--- config.mk ---
export PLATFORM = sky130hd
export DESIGN_NAME = io_periph_flat
export DESIGN_NICKNAME = d
export VERILOG_FILES = /design/src/rtl/io_periph_if.sv /design/src/rtl/io_periph.sv /design/src/flat_wrapper.sv
export SDC_FILE = /design/constraint.sdc
export NUM_CORES = 1
export LEC_CHECK = 0
export BUFFER_PORTS_ARGS = -buffer_cell sky130_fd_sc_hd__buf_2
export CELL_PAD_IN_SITES_DETAIL_PLACEMENT = 0
export CELL_PAD_IN_SITES_GLOBAL_PLACEMENT = 1
export CORE_UTILIZATION = 39
export CTS_CLUSTER_SIZE = 25
export DETAILED_ROUTE_END_ITERATION = 16
export PLACE_DENSITY = 0.81
export SKIP_LAST_GASP = 1
export SYNTH_ARGS = -nofsm -noshare
export SYNTH_HDL_FRONTEND = slang
export SYNTH_SLANG_ARGS = --single-unit
--- constraint.sdc ---
create_clock -name clock -period 2.5 [get_ports clock]
set_input_delay 0.125 -clock clock [delete_from_list [all_inputs] [get_ports clock]]
set_output_delay 0.125 -clock clock [all_outputs]
set_load 0.02 [all_outputs]
--- src/rtl/io_periph_if.sv ---
// IO bus between the CPU's memory/IO multiplexer and io_periph.
//   io_read / io_write : IO strobes from the control unit
//   addr               : low byte of the IO address
//   wdata              : 24-bit IO write data
//   rdata              : 24-bit IO read data returned by the peripheral
interface io_periph_if;
  logic        io_read;
  logic        io_write;
  logic [7:0]  addr;
  logic [23:0] wdata;
  logic [23:0] rdata;

  modport master (output io_read, io_write, addr, wdata, input  rdata);
  modport slave  (input  io_read, io_write, addr, wdata, output rdata);
endinterface

--- src/rtl/io_periph.sv ---
// Memory-mapped IO peripheral: LED register (0x60, R/W), debounced switches
// (0x70, R), 6-digit hex seven-segment register (0x80, R/W), plus the
// 8-digit common-anode display scanner.
//   clock, reset : CPU clock, synchronous active-high reset
//   bus          : IO bus slave (strobes, addr, wdata in; rdata out)
//   sw_i         : raw asynchronous board switches
//   led_o        : LED drive, active-high
//   seg_an       : digit enables, active-low (digit 0 rightmost)
//   seg_cat      : segments, active-low (bit7 dp, bits 6..0 g..a)
module io_periph #(
  parameter int DEBOUNCE_CYCLES = 20000,
  parameter int SCAN_DIV        = 10000
) (
  input  logic        clock,
  input  logic        reset,
  io_periph_if.slave  bus,
  input  logic [23:0] sw_i,
  output logic [23:0] led_o,
  output logic [7:0]  seg_an,
  output logic [7:0]  seg_cat
);
  localparam int CNT_W = (DEBOUNCE_CYCLES > 2) ? $clog2(DEBOUNCE_CYCLES) : 1;
  localparam int PRE_W = (SCAN_DIV > 2) ? $clog2(SCAN_DIV) : 1;
  localparam logic [CNT_W-1:0] CNT_MAX = CNT_W'(DEBOUNCE_CYCLES - 1);
  localparam logic [PRE_W-1:0] PRE_MAX = PRE_W'(SCAN_DIV - 1);

  localparam logic [7:0] A_LED = 8'h60;
  localparam logic [7:0] A_SW  = 8'h70;
  localparam logic [7:0] A_SEG = 8'h80;

  logic [23:0]      led_q, seg_q, sw_db_q;
  logic [23:0]      s1_q, s2_q, cand_q;
  logic [CNT_W-1:0] cnt_q;
  logic [PRE_W-1:0] pre_q;
  logic [2:0]       idx_q;
  logic [7:0]       an_q, cat_q, an_d, cat_d;
  logic [23:0]      nib_sh;

  function automatic logic [7:0] hex7(input logic [3:0] n);
    case (n)
      4'h0: hex7 = 8'hC0; 4'h1: hex7 = 8'hF9; 4'h2: hex7 = 8'hA4; 4'h3: hex7 = 8'hB0;
      4'h4: hex7 = 8'h99; 4'h5: hex7 = 8'h92; 4'h6: hex7 = 8'h82; 4'h7: hex7 = 8'hF8;
      4'h8: hex7 = 8'h80; 4'h9: hex7 = 8'h90; 4'hA: hex7 = 8'h88; 4'hB: hex7 = 8'h83;
      4'hC: hex7 = 8'hC6; 4'hD: hex7 = 8'hA1; 4'hE: hex7 = 8'h86; default: hex7 = 8'h8E;
    endcase
  endfunction

  // Read mux is combinational from registered state, so a same-cycle
  // read+write returns the pre-write value.
  always_comb begin
    bus.rdata = '0;
    if (bus.io_read) begin
      case (bus.addr)
        A_LED:   bus.rdata = led_q;
        A_SW:    bus.rdata = sw_db_q;
        A_SEG:   bus.rdata = seg_q;
        default: bus.rdata = '0;
      endcase
    end
  end

  // Next display outputs from the current digit index; digits 6 and 7 have
  // no backing nibble and stay blank.
  always_comb begin
    an_d   = 8'hFF;
    cat_d  = 8'hFF;
    nib_sh = seg_q >> {idx_q, 2'b00};
    if (idx_q < 3'd6) begin
      an_d  = ~(8'd1 << idx_q);
      cat_d = hex7(nib_sh[3:0]);
    end
  end

  always_ff @(posedge clock) begin
    if (reset) begin
      led_q   <= '0;
      seg_q   <= '0;
      sw_db_q <= '0;
      s1_q    <= '0;
      s2_q    <= '0;
      cand_q  <= '0;
      cnt_q   <= '0;
      pre_q   <= '0;
      idx_q   <= '0;
      an_q    <= 8'hFE;
      cat_q   <= 8'hC0;
    end else begin
      if (bus.io_write) begin
        case (bus.addr)
          A_LED:   led_q <= bus.wdata;
          A_SEG:   seg_q <= bus.wdata;
          default: ;
        endcase
      end

      s1_q <= sw_i;
      s2_q <= s1_q;
      // Whole word debounced together: any bit change restarts the window.
      if (s2_q != cand_q) begin
        cand_q <= s2_q;
        cnt_q  <= '0;
      end else if (cnt_q != CNT_MAX) begin
        cnt_q <= cnt_q + 1'b1;
      end else begin
        sw_db_q <= cand_q;
      end

      if (pre_q == PRE_MAX) begin
        pre_q <= '0;
        idx_q <= idx_q + 3'd1;
      end else begin
        pre_q <= pre_q + 1'b1;
      end

      an_q  <= an_d;
      cat_q <= cat_d;
    end
  end

  assign led_o   = led_q;
  assign seg_an  = an_q;
  assign seg_cat = cat_q;
endmodule

--- src/flat_wrapper.sv ---
// flat-port wrapper written by rule: the top's interface ports become plain ports
module io_periph_flat 
#(
  parameter int DEBOUNCE_CYCLES = 20000,
  parameter int SCAN_DIV        = 10000
)
  (clock, reset, sw_i, led_o, seg_an, seg_cat, bus_io_read, bus_io_write, bus_addr, bus_wdata, bus_rdata);
  io_periph_if bus_i ();
  input  logic clock;
  input  logic reset;
  input  logic [23:0] sw_i;
  output logic [23:0] led_o;
  output logic [7:0] seg_an;
  output logic [7:0] seg_cat;
  input wire logic [$bits(bus_i.io_read)-1:0] bus_io_read;
  input wire logic [$bits(bus_i.io_write)-1:0] bus_io_write;
  input wire logic [$bits(bus_i.addr)-1:0] bus_addr;
  input wire logic [$bits(bus_i.wdata)-1:0] bus_wdata;
  output wire logic [$bits(bus_i.rdata)-1:0] bus_rdata;
  assign bus_i.io_read = bus_io_read;
  assign bus_i.io_write = bus_io_write;
  assign bus_i.addr = bus_addr;
  assign bus_i.wdata = bus_wdata;
  assign bus_rdata = bus_i.rdata;
  io_periph #(.DEBOUNCE_CYCLES(DEBOUNCE_CYCLES), .SCAN_DIV(SCAN_DIV)) u_core (.clock(clock), .reset(reset), .bus(bus_i), .sw_i(sw_i), .led_o(led_o), .seg_an(seg_an), .seg_cat(seg_cat));
endmodule
==> summary.md <==
| Metric | Value |
|---|---|
| Synth Instances | 815 |
| Synth area leaders | dfxtp_1, nor2b_1, nand2_1 |
| Reg2reg end | u_core.seg_cat[3] |
| Switch Pwr | ~1.3 mW |
| Initial Util | 0.404 |
| Core Area | 19000 µm² |
| Leakage power | about 3.6 nW |
| Worst slack, placed | roughly 270 ps |
| # setup viols final | 0 |
| Vias per cell | roughly 4.9 |
| Ant diodes | 0 |
| GRT Total Usage | 0.183 |
| Most common cell in the netlist | dfxtp_1 |
| Mapped Area | ~7700 µm² |
| GRT Residual Overflow | 0 |
| Fin crit period | ~2200 ps |
| Die X | around 140 µm |
| Peak VDD IR | 0.000463 V |
| Worst EP arrival | between 2000 and 3000 ps |
| DRC viols | 0 |
| Sequential share of power | 0.511 |
| Syn avg cell area | approximately 9.4 µm² |
| DP Area | 8570 µm² |
| Largest net degree at the start of global routing | 67 |
| Root buffer cell | clkbuf_16 |
| Cell taking the most area after synthesis | dfxtp_1 |
| I/O pin total | 124 |
| Synth warn | 0 |
| Vias | between 6000 and 7000 |
| Min-Delay Startpoint | reset |
| FP Rows | 50 |
| Synth Net Count | around 890 |
| Wirelength per Cell | ~14 µm |
| Post_cts resized | 0 |
| Primary FF master, synth | dfxtp_1 |
| RR Startpoint | u_core.idx_q[0] |
| Worst Hold End | u_core.s1_q[15] |
| First-pass GRT wire length | a little under 30 mm |
| R2r worst-path depth | 7 |
| Pre-Repair DR Iteration Count | 8 |
| Fin worst setup slack | about 260 ps |
| Port Buffers | 122 |
| Share of cells above drive strength 1 | 0.191 |
| CTS tree | done |
| Req. time, crit path | about 2800 ps |
| Crit Path Category | flip-flop to flip-flop |
| Hold depth | 2 |
| Tcrit/Tclk final | 0.895 |
| Fmax | around 450 MHz |
| Drt first-iter violations | 520 |
| Outcome | finished clean |
| Slew Limit Headroom | 0.621 |
| Initial antenna violation count | 0 |
| Register area share after synthesis | 0.500 |
| CTS H-tree depth | 4 |
| Area fraction of the dominant cell type after synthesis | 0.500 |
| Die span in y | 142 µm |
| Hpwl dp | roughly 12 mm |
| PD cells | 633 nW/µm² |
| Total die area | approximately 20000 µm² |
| Clock slew at reported path FFs | 70 ps |
| Crit end category | flip-flop |
| Clock power frac | 0.445 |
| CP max FO | 4 |
| Slew @ Worst Pin | between 500 and 600 ps |
| Fin. max-slew vios | 0 |
| Final #Nets | 1047 |
| Maximum clock path buffer count | 2 |
| Post-synth top cells | dfxtp_1, nand2_1, nor2b_1, nor2_1, a21oi_1 |
| CTS Buf Count | 17 |
| Worst-Skew Late Latency | roughly 430 ps |
| Hold Path Class | input port to flip-flop |
| Final hold violations | 0 |
| Area Overhead vs Synth | 26.0% |
| Switching Share | 0.219 |
| CP Launch Type | flip-flop |
| Internal power | 4.77 mW |
| Logic gate share of total power | 0.044 |
| EDFF count, synth | 0 |
| Flop2flop setup slack | roughly 260 ps |
| Unrepaired setup endpoints after global routing | false |
| Total chip power | between 6 and 7 mW |
| GPL Wtd Cong | a little under 0.9 |
| Finished Cell Area | between 9000 and 10000 µm² |
| Vias in the first global route | between 5000 and 6000 |
| Antenna Violating Nets Remaining | 0 |
| CTS Sinks | approximately 190 |
| Final wirelength | roughly 18 mm |
| Seq cells post-synth | 191 |
| Async set-reset flop share out of synthesis | 0 |
| Post-route setup TNS | 0 ps |
| Max Cap Viol | 0 |
| Netlist cell types | 48 |
| Clk_skew | 11.5 ps |
-- how the worst max path moves through the flow --
| stage | startpoint | end | slack (ps) | cells after the start |
|---|---|---|---|---|
| after CTS | u_core.idx_q[0] | u_core.seg_cat[3] | 250 | 7 |
| after floorplan | u_core.idx_q[0] | u_core.seg_cat[3] | 80 | 8 |
| after global routing | u_core.idx_q[0] | u_core.seg_cat[3] | 140 | 7 |
| after detailed placement | u_core.idx_q[0] | u_core.seg_cat[3] | 270 | 7 |
| final | u_core.idx_q[0] | u_core.seg_cat[3] | 260 | 7 |
| after global placement | u_core.idx_q[0] | u_core.seg_cat[3] | 310 | 7 |
-- worst max-delay path: stages, from the launching register on --
cell and delay [ps]:
dfxtp_1 440, mux4_2 560, a22oi_1 250, inv_1 100, ha_1 240, or2_2 300, a21oi_1 170, a311oi_1 70
-- cell families after synthesis --
family	synth area share
other	0.000490
AND/OR/NAND/NOR	0.245
multiplexers	0.0579
adder cells (fa/ha/maj)	0.0229
flip-flops	0.500
AO/OA/AOI/OAI	0.0816
buffers and inverters	0.0338
XOR/XNOR	0.0584
-- what timing repair did --
| action | CTS | global route |
|---|---|---|
| hold buffers | 48 | 0 |
| setup endpoints to repair | 0 | 0 |
| endpoints found under the hold margin | 72 | 0 |
| buffers inserted | 0 | 0 |
-- layer usage --
layer	global-route usage	vias up	routed length, µm
li1	-	3062	-
met1	0.247	2758	8750
met2	0.291	203	7670
met3	0.0336	23	921
met4	0.0662	0	338
met5	0	-	0
-- layout make-up --
type / count / area [µm²]
Sequential cell: 191 / 3820
Fill cell: 1774 / 9310
Clock inverter: 13 / 154
Multi-Input combinational cell: 564 / 3580
Tap cell: 260 / 325
Timing Repair Buffer: 191 / 1290
Clock buffer: 19 / 443
Inverter: 8 / 30.0
-- sequential cells by signal, summed over array words and instances, names as in the netlist --
| signal | cells |
|---|---|
| u_core.cand_q | 24 |
| u_core.cnt_q | 15 |
| u_core.idx_q | 3 |
| u_core.led_o | 24 |
| u_core.pre_q | 14 |
| u_core.s1_q | 24 |
| u_core.s2_q | 24 |
| u_core.seg_an | 8 |
| u_core.seg_cat | 7 |
| u_core.seg_q | 24 |
| u_core.sw_db_q | 24 |
-- through the flow --
stage,instances,hold slack [ps],utilization
6_report,1246,187,0.509
5_1_grt,1246,218,0.509
4_1_cts,1246,173,0.509
3_5_place_dp,1166,338,0.452
3_3_place_gp,1166,341,0.452
2_1_floorplan,815,253,-
-- cell usage in the layout (no fill, tap or decap), types with 4 or more instances in the layout --
cell	n
nand4_1	11
dlygate4sd3_1	48
xnor2_1	31
nand2b_1	51
buf_2	121
nor2_1	66
mux2_2	4
a222oi_1	25
dfxtp_1	191
nor3_1	5
buf_4	19
ha_1	14
nand2_1	116
inv_6	4
and3_1	6
and2_1	5
xor2_1	20
nor2b_1	76
inv_1	8
nor4_1	6
clkbuf_16	17
mux2i_1	30
a21oi_1	53
nand3_1	8
clkinvlp_4	4
-- power by group through the flow --
| stage | Sequential (mW) | Combinational, mW | Clock [mW] |
|---|---|---|---|
| after floorplan | 3.18 | 0.128 | 0 |
| after global placement | 3.19 | 0.214 | 0 |
| after detailed placement | 3.19 | 0.217 | 0 |
| after CTS | 3.12 | 0.274 | 2.79 |
| after global routing | 3.13 | 0.301 | 2.91 |
| final | 3.12 | 0.271 | 2.72 |
(Power assumes the default switching activity.)
